==> src/rtl/uart_tx_drain_pkg.sv <==
// Shared definitions for the UART transmit-drain block: frame data width and FSM state encoding.
package uart_tx_drain_pkg;

  localparam int DATA_W    = 8;
  localparam int BIT_IDX_W = $clog2(DATA_W);

  typedef enum logic [1:0] {
    IDLE  = 2'd0,
    START = 2'd1,
    DATA  = 2'd2,
    STOP  = 2'd3
  } state_t;

endpackage

==> src/rtl/uart_tx_drain_baud_tick.sv <==
// Bit-time counter: counts 0..CLK_DIV-1 while run is high and flags the last cycle of each bit.
module baud_tick #(
  parameter int CLK_DIV = 868
) (
  input  logic clk,
  input  logic rst,
  input  logic run,
  output logic tick
);

  logic [15:0] count;

  assign tick = run && (count == 16'(CLK_DIV - 1));

  // Held at zero while idle so every frame starts on a fresh bit boundary.
  always_ff @(posedge clk or posedge rst) begin
    if (rst) begin
      count <= '0;
    end else if (!run || tick) begin
      count <= '0;
    end else begin
      count <= count + 16'd1;
    end
  end

endmodule

==> src/rtl/uart_tx_drain.sv <==
// UART transmitter that pulls bytes from an upstream FIFO and sends 8N1/8N2 frames back to back.
module uart_tx_drain
  import uart_tx_drain_pkg::*;
#(
  parameter int CLK_DIV   = 868,
  parameter int STOP_BITS = 1
) (
  input  logic              clk,
  input  logic              rst,
  input  logic              en,
  input  logic [DATA_W-1:0] din,
  input  logic              empty,
  output logic              r,
  output logic              tx,
  output logic              busy
);

  state_t                 state;
  logic [DATA_W-1:0]      shift;
  logic [BIT_IDX_W-1:0]   bit_idx;
  logic                   stop_idx;
  logic                   tick;
  logic                   last_stop;
  logic                   pop;

  baud_tick #(
    .CLK_DIV(CLK_DIV)
  ) u_baud (
    .clk (clk),
    .rst (rst),
    .run (busy),
    .tick(tick)
  );

  assign last_stop = (stop_idx == 1'(STOP_BITS - 1));

  // A pop is allowed when idle, or in the very last cycle of the final stop bit so frames abut.
  assign pop = !rst && en && !empty &&
               ((state == IDLE) || (state == STOP && tick && last_stop));
  assign r   = pop;

  always_ff @(posedge clk or posedge rst) begin
    if (rst) begin
      state    <= IDLE;
      shift    <= '0;
      bit_idx  <= '0;
      stop_idx <= 1'b0;
      tx       <= 1'b1;
      busy     <= 1'b0;
    end else begin
      case (state)
        IDLE: begin
          if (pop) begin
            state <= START;
            shift <= din;
            tx    <= 1'b0;
            busy  <= 1'b1;
          end
        end
        START: begin
          if (tick) begin
            state   <= DATA;
            bit_idx <= '0;
            tx      <= shift[0];
          end
        end
        DATA: begin
          // tx takes shift[1] because it becomes shift[0] after this shift.
          if (tick) begin
            shift   <= shift >> 1;
            tx      <= shift[1];
            bit_idx <= bit_idx + 1'b1;
            if (bit_idx == BIT_IDX_W'(DATA_W - 1)) begin
              state    <= STOP;
              stop_idx <= 1'b0;
              tx       <= 1'b1;
            end
          end
        end
        STOP: begin
          if (tick) begin
            if (!last_stop) begin
              stop_idx <= stop_idx + 1'b1;
            end else if (pop) begin
              state    <= START;
              shift    <= din;
              tx       <= 1'b0;
              stop_idx <= 1'b0;
            end else begin
              state    <= IDLE;
              tx       <= 1'b1;
              busy     <= 1'b0;
              stop_idx <= 1'b0;
            end
          end
        end
        default: begin
          state <= IDLE;
          tx    <= 1'b1;
          busy  <= 1'b0;
        end
      endcase
    end
  end

endmodule

==> config.mk <==
export PLATFORM = sky130hd
export DESIGN_NAME = uart_tx_drain
export DESIGN_NICKNAME = d
export VERILOG_FILES = /design/src/rtl/uart_tx_drain_pkg.sv /design/src/rtl/uart_tx_drain_baud_tick.sv /design/src/rtl/uart_tx_drain.sv
export SDC_FILE = /design/constraint.sdc
export NUM_CORES = 1
export LEC_CHECK = 0
export CAP_MARGIN = 10
export CORE_MARGIN = 2
export CORE_UTILIZATION = 35
export CTS_BUF_LIST = sky130_fd_sc_hd__clkbuf_8
export DETAILED_ROUTE_END_ITERATION = 7
export DONT_BUFFER_PORTS = 1
export GPL_ROUTABILITY_DRIVEN = 0
export SLEW_MARGIN = 25
export SYNTH_ARGS = -nofsm -noshare
export SYNTH_HDL_FRONTEND = slang
export SYNTH_SLANG_ARGS = --single-unit
==> constraint.sdc <==
create_clock -name clk -period 2.55 [get_ports clk]
set_input_delay 0.51 -clock clk [delete_from_list [all_inputs] [get_ports clk]]
set_output_delay 0.51 -clock clk [all_outputs]
set_load 0.01 [all_outputs]
==> impl_metrics.env, run 1 <==
export IMPL_num_nets_final=201
export IMPL_postRouteAntennaNets=0
export IMPL_core_mm2=0.00475
export IMPL_nFillCells=500
export IMPL_die_width_um=74.4
export IMPL_critPathMaxFanout=5
export IMPL_yosys_warnings=0
export IMPL_hold_viol_final=0
export IMPL_grt_max_degree=32
export IMPL_worstSetupStartpointType="flip-flop"
export IMPL_syn_nets=194
export IMPL_min_period_ns=2.43
export IMPL_cts_made_buffers=5
export IMPL_wirelength_mm=3.31
export IMPL_yosys_area_share_simple_pct=22.1
export IMPL_die_area_mm2=0.00553
export IMPL_maxCapViolCount=0
export IMPL_drt_wirelength_per_cell_um=13.3
export IMPL_setup_tns_ns=0
export IMPL_finalMaxSlewViolations=0
export IMPL_synthAdderAreaFrac_pct=6.50
export IMPL_worstHoldPathType="in2async"
export IMPL_clk_latency_ns=0.28
export IMPL_synth_seq_area_share_pct=44.8
export IMPL_yosysMostFrequentCell="dfrtp_1"
export IMPL_cts_root_buf="clkbuf_8"
export IMPL_yosys_register_bits=31
export IMPL_syn_area_per_cell_um2=10.0
export IMPL_cts_tree="built"
export IMPL_clock_skew_ns=0.00821
export IMPL_route_detailed_drc=0
export IMPL_power_mw=1.55
export IMPL_htreeDepth=2
export IMPL_drive_gt1_share_pct=19.3
export IMPL_setup_violations=0
export IMPL_dominantRegCellSynth="dfrtp_1"
export IMPL_timing_slew_headroom_pct=65.9
export IMPL_port_buffer_count=0
export IMPL_cts_sinks=31
export IMPL_max_slew_worst_pin_slew_ns=0.510
export IMPL_multi_input_area_um2=912
export IMPL_leakagePower_nw=0.833
export IMPL_rows=25
export IMPL_fin_area_mm2=0.00193
export IMPL_outcome="finished clean"
export IMPL_power_density_mw_per_mm2=801
export IMPL_finalNonFillerCells=248
export IMPL_die_h_um=74.4
export IMPL_area_sequential_um2=777
export IMPL_yosys_top_cells_count="dfrtp_1, nor2_1, mux2_2"
export IMPL_path_clk_slew_ns=0.07
export IMPL_cp_required_ns=2.04
export IMPL_rsz0062_at_grt="false"
export IMPL_grt_usage_pct=14.5
export IMPL_grt_ovfl_total=0
export IMPL_synth_edf_count=0
export IMPL_io_pins=15
export IMPL_vias_per_cell=4.96
export IMPL_netlist_area_mm2=0.00173
export IMPL_yosys_area_top_type="dfrtp_1"
export IMPL_fin_crit_sh_pct=95.1
export IMPL_dp_cells=240
export IMPL_muxShareOfSynthArea_pct=10.4
export IMPL_drtIter0Drc=68
export IMPL_area_growth_pct=11.6
export IMPL_initial_core_util_pct=36.4
export IMPL_synth_top_area_share_pct=43.3
export IMPL_synth_top_family_by_area="simple AND/OR/NAND/NOR gates"
export IMPL_worst_setup_path_type="reg2out"
export IMPL_synthCells=173
export IMPL_synth_xor_xnor_area_share_pct=7.08
export IMPL_vias=1230
export IMPL_hpwlAfterDp_mm=2.35
export IMPL_antenna_found_initial=0
export IMPL_antenna_cells=0
export IMPL_synth_compound_area_share_pct=6.43
export IMPL_crit_arrival_ns=1.92
export IMPL_grt_pass1_vias=1298
export IMPL_synth_distinct_cells=36
export IMPL_endpoint_kind="output pin"
export IMPL_async_reset_ff_share_pct=100
export IMPL_postPlaceCellArea_mm2=0.00183
export IMPL_synthTopCellsByArea="dfrtp_1, mux2_2, ha_1, nor2_1, xnor2_1"
export IMPL_clockBufferDepth=2
export IMPL_fmax_mhz=412
export IMPL_grt_pass1_wl_mm=6.02
export IMPL_vdd_drop_max_mv=0.381
export IMPL_first_pass_iters=4
export IMPL_ff2ff_path_depth=5
[registers in the layout (all words and copies together), names as in the netlist]
name	flops
bit_idx	3
u_baud.count	16
shift	8
busy	1
state	2
tx	1
[per-layer routing]
layer / routed length (um) / GRT usage, % / part of all wire [%] / up-vias
li1: - / - / - / 607
met1: 1600 / 19.3 / 49 / 595
met2: 1530 / 21.5 / 46 / 23
met3: 113 / 4.34 / 3.4 / 5
met4: 56 / 7.14 / 1.7 / 0
met5: 0 / 0 / 0 / -
[final timing paths]
kind | slack, ns | end | from
worst max-delay path | 0.12 | r | u_baud.count[3]
worst min-delay path | 0.19 | shift[0] | rst
worst max register to register | 0.31 | shift[6] | u_baud.count[3]
worst min register to register | 0.48 | bit_idx[1] | bit_idx[1]
max in group asynchronous | 2.04 | tx | rst
min in group clk | 0.48 | bit_idx[1] | bit_idx[1]
[where the power goes]
| part | internal (mW) | switching (mW) |
|---|---|---|
| Sequential | 0.582 | 0.0666 |
| Clock | 0.242 | 0.180 |
| Combinational | 0.232 | 0.245 |
[timing repair]
| item | in CTS | in global routing |
|---|---|---|
| pin swaps | 0 | 1 |
| buffers inserted | 0 | 0 |
| cloned | 0 | 0 |
| setup endpoints to repair | 1 | 1 |
| resized for setup | 1 | 0 |
| hold buffers | 0 | 0 |
[critical path: stages (launching register included)]
cell and delay [ns]:
dfrtp_1 0.42, or4_1 0.58, nor4_4 0.33, a21oi_1 0.13, nor2_2 0.17
[final cells by class]
cell class                 instances  share of cell area, %
clock buffer                       7                   4.98
clock inverter                     1                  0.194
inverter                           6                   1.17
multi-input combinational        131                   47.2
sequential                        31                   40.2
tap                               67                   4.34
timing repair buffer               5                   1.94
[layout by cell type (no fill, tap or decap), drive strengths merged, types with 2 or more instances in the layout]
master   n
dfrtp   30
nor2    28
mux2    16
nand2   16
xnor2   12
nand3   10
ha       9
inv      7
clkbuf   7
o21ai    5
nor3     5
buf      5
a21oi    5
and3     4
or4      3
nand4b   2
xor2     2
nor4     2
[metrics by stage]
stage                     setup slack [ns]  hold slack (ns)  util, %
final                                0.124            0.194     40.7
after global routing               0.00903            0.222     40.7
after CTS                           0.0439            0.207     40.7
after detailed placement             0.235            0.467     38.5
after global placement               0.295            0.456     38.5
after floorplan                      0.327            0.443        -
[cell families after synthesis]
group           count (synthesis)
simple gates                   76
compound gates                 16
fa+ha+maj                       9
flops                          31
buf+inv                        11
mux                            16
xor+xnor                       14
(Power assumes the default switching activity.)
==> run 2, diff against run 1 <==
--- a/config.mk
+++ b/config.mk
@@ -7,11 +7,12 @@
 export LEC_CHECK = 0
 export CAP_MARGIN = 10
 export CORE_MARGIN = 2
-export CORE_UTILIZATION = 35
+export CORE_UTILIZATION = 65
 export CTS_BUF_LIST = sky130_fd_sc_hd__clkbuf_8
 export DETAILED_ROUTE_END_ITERATION = 7
 export DONT_BUFFER_PORTS = 1
 export GPL_ROUTABILITY_DRIVEN = 0
+export PLACE_DENSITY = 0.81
 export SLEW_MARGIN = 25
 export SYNTH_ARGS = -nofsm -noshare
 export SYNTH_HDL_FRONTEND = slang
==> impl_metrics.env, run 2 (synthesis results as in run 1) <==
export IMPL_clockBufferDepth=2
export IMPL_area_growth_pct=8.95
export IMPL_hold_slack_ns=0.112
export IMPL_htreeDepth=2
export IMPL_crit_chain="or4_4, nor4_4, a21oi_2, nor2_2"
export IMPL_cp_slowest_cell="or4_4"
export IMPL_worst_setup_path_type="reg2out"
export IMPL_nFillCells=171
export IMPL_crit_arrival_ns=1.98
export IMPL_vias=1284
export IMPL_fin_area_mm2=0.00189
export IMPL_vdd_drop_max_mv=0.688
export IMPL_core_mm2=0.00250
export IMPL_wirelength_mm=3.50
export IMPL_drive_gt1_share_pct=20.6
export IMPL_grt_pass1_wl_mm=6.04
export IMPL_post_route_util_pct=75.5
export IMPL_critPathTopFamily="simple AND/OR/NAND/NOR gates"
export IMPL_regMostFlops="u_baud.count"
export IMPL_max_stage_delay_ns=0.56
export IMPL_antenna_cells=0
export IMPL_finalNonFillerCells=210
export IMPL_fin_crit_sh_pct=97.7
export IMPL_max_slew_worst_pin_slew_ns=0.489
export IMPL_postRouteAntennaNets=0
export IMPL_drt_wirelength_per_cell_um=16.7
export IMPL_dp_slack_ns=0.273
export IMPL_grt_usage_pct=25.0
export IMPL_grt_max_degree=21
export IMPL_cts_tree="built"
export IMPL_io_pins=15
export IMPL_power_density_mw_per_mm2=832
export IMPL_crit_buf_inv=0
export IMPL_fmax_mhz=401
export IMPL_outcome="finished clean"
export IMPL_reg_largest_list="u_baud.count (16), shift (8), bit_idx (3)"
export IMPL_setup_slack_ns=0.0586
export IMPL_antenna_found_initial=0
export IMPL_power_mw=1.57
export IMPL_setup_tns_ns=0
export IMPL_cts_sinks=31
export IMPL_final_common_cell="dfrtp_1"
export IMPL_grt_pass1_vias=1321
export IMPL_cts_made_buffers=5
export IMPL_critPathMaxFanout=5
export IMPL_clock_skew_ns=0.00510
export IMPL_num_nets_final=200
export IMPL_postPlaceCellArea_mm2=0.00177
export IMPL_worstHoldPathType="in2async"
export IMPL_vias_per_cell=6.11
export IMPL_timing_slew_headroom_pct=67.3
export IMPL_worstSetupStartpointType="flip-flop"
export IMPL_initial_core_util_pct=69.3
export IMPL_hold_viol_final=0
export IMPL_die_h_um=55.6
export IMPL_path_clk_slew_ns=0.07
export IMPL_clk_latency_ns=0.28
export IMPL_maxCapViolCount=0
export IMPL_setup_violations=0
export IMPL_dp_cells=201
export IMPL_largest_reg_flops=16
export IMPL_die_width_um=55.6
export IMPL_leakagePower_nw=0.825
export IMPL_layout_common_cells="dfrtp_1, nor2_1, mux2_2"
export IMPL_finalMaxSlewViolations=0
export IMPL_cts_root_buf="clkbuf_8"
export IMPL_first_pass_iters=4
export IMPL_drtIter0Drc=68
export IMPL_hpwlAfterDp_mm=2.34
export IMPL_ctsHoldBuffers=0
export IMPL_cp_required_ns=2.04
export IMPL_port_buffer_count=0
export IMPL_rows=18
export IMPL_grt_ovfl_total=0
export IMPL_min_period_ns=2.49
export IMPL_endpoint_kind="output pin"
export IMPL_route_detailed_drc=0
export IMPL_die_area_mm2=0.00310
[run 2: cell types whose count changed in the layout (fill, tap and decap cells not counted), sizes merged]
cell | previous run | this run
buf | 5 | 4
[run 2: worst paths after layout]
check / startpoint / cells past startpoint / slack (ns) / endpoint
worst max-delay path: u_baud.count[3] / 4 / 0.06 / r
worst min-delay path: rst / 1 / 0.11 / state[1]
worst max register to register: u_baud.count[3] / 7 / 0.15 / state[1]
worst min register to register: bit_idx[1] / 2 / 0.48 / bit_idx[1]
max in group asynchronous: rst / 2 / 1.79 / u_baud.count[3]
min in group clk: bit_idx[1] / 2 / 0.48 / bit_idx[1]
[run 2: report_power, final]
group,total [mW],internal (mW),switching [mW],leakage [nW]
Combinational,0.493,0.234,0.259,0.356
Clock,0.420,0.242,0.178,0.0557
Sequential,0.657,0.583,0.0744,0.414
[run 2: cell type report]
cell class | count | area [um2] | area share [%]
Multi-Input combinational cell | 131 | 920 | 48.7
Inverter | 6 | 22.5 | 1.19
Sequential cell | 31 | 778 | 41.2
Clock inverter | 1 | 3.75 | 0.199
Timing Repair Buffer | 4 | 30.0 | 1.59
Tap cell | 30 | 37.5 | 1.99
Clock buffer | 7 | 96.3 | 5.10
[run 2: repair_timing]
action / 4_1_cts / 5_1_grt
setup endpoints to repair: 0 / 1
buffers inserted: 0 / 1
gates resized for setup: 0 / 4
[run 2: metal layers]
| metal | wire length (um) | up-vias | global-route usage, % |
|---|---|---|---|
| met3 | 166 | 9 | 6.05 |
| met5 | 0 | - | 0 |
| li1 | - | 605 | - |
| met4 | 56 | 0 | 9.76 |
| met2 | 1710 | 44 | 39.8 |
| met1 | 1560 | 626 | 33.0 |
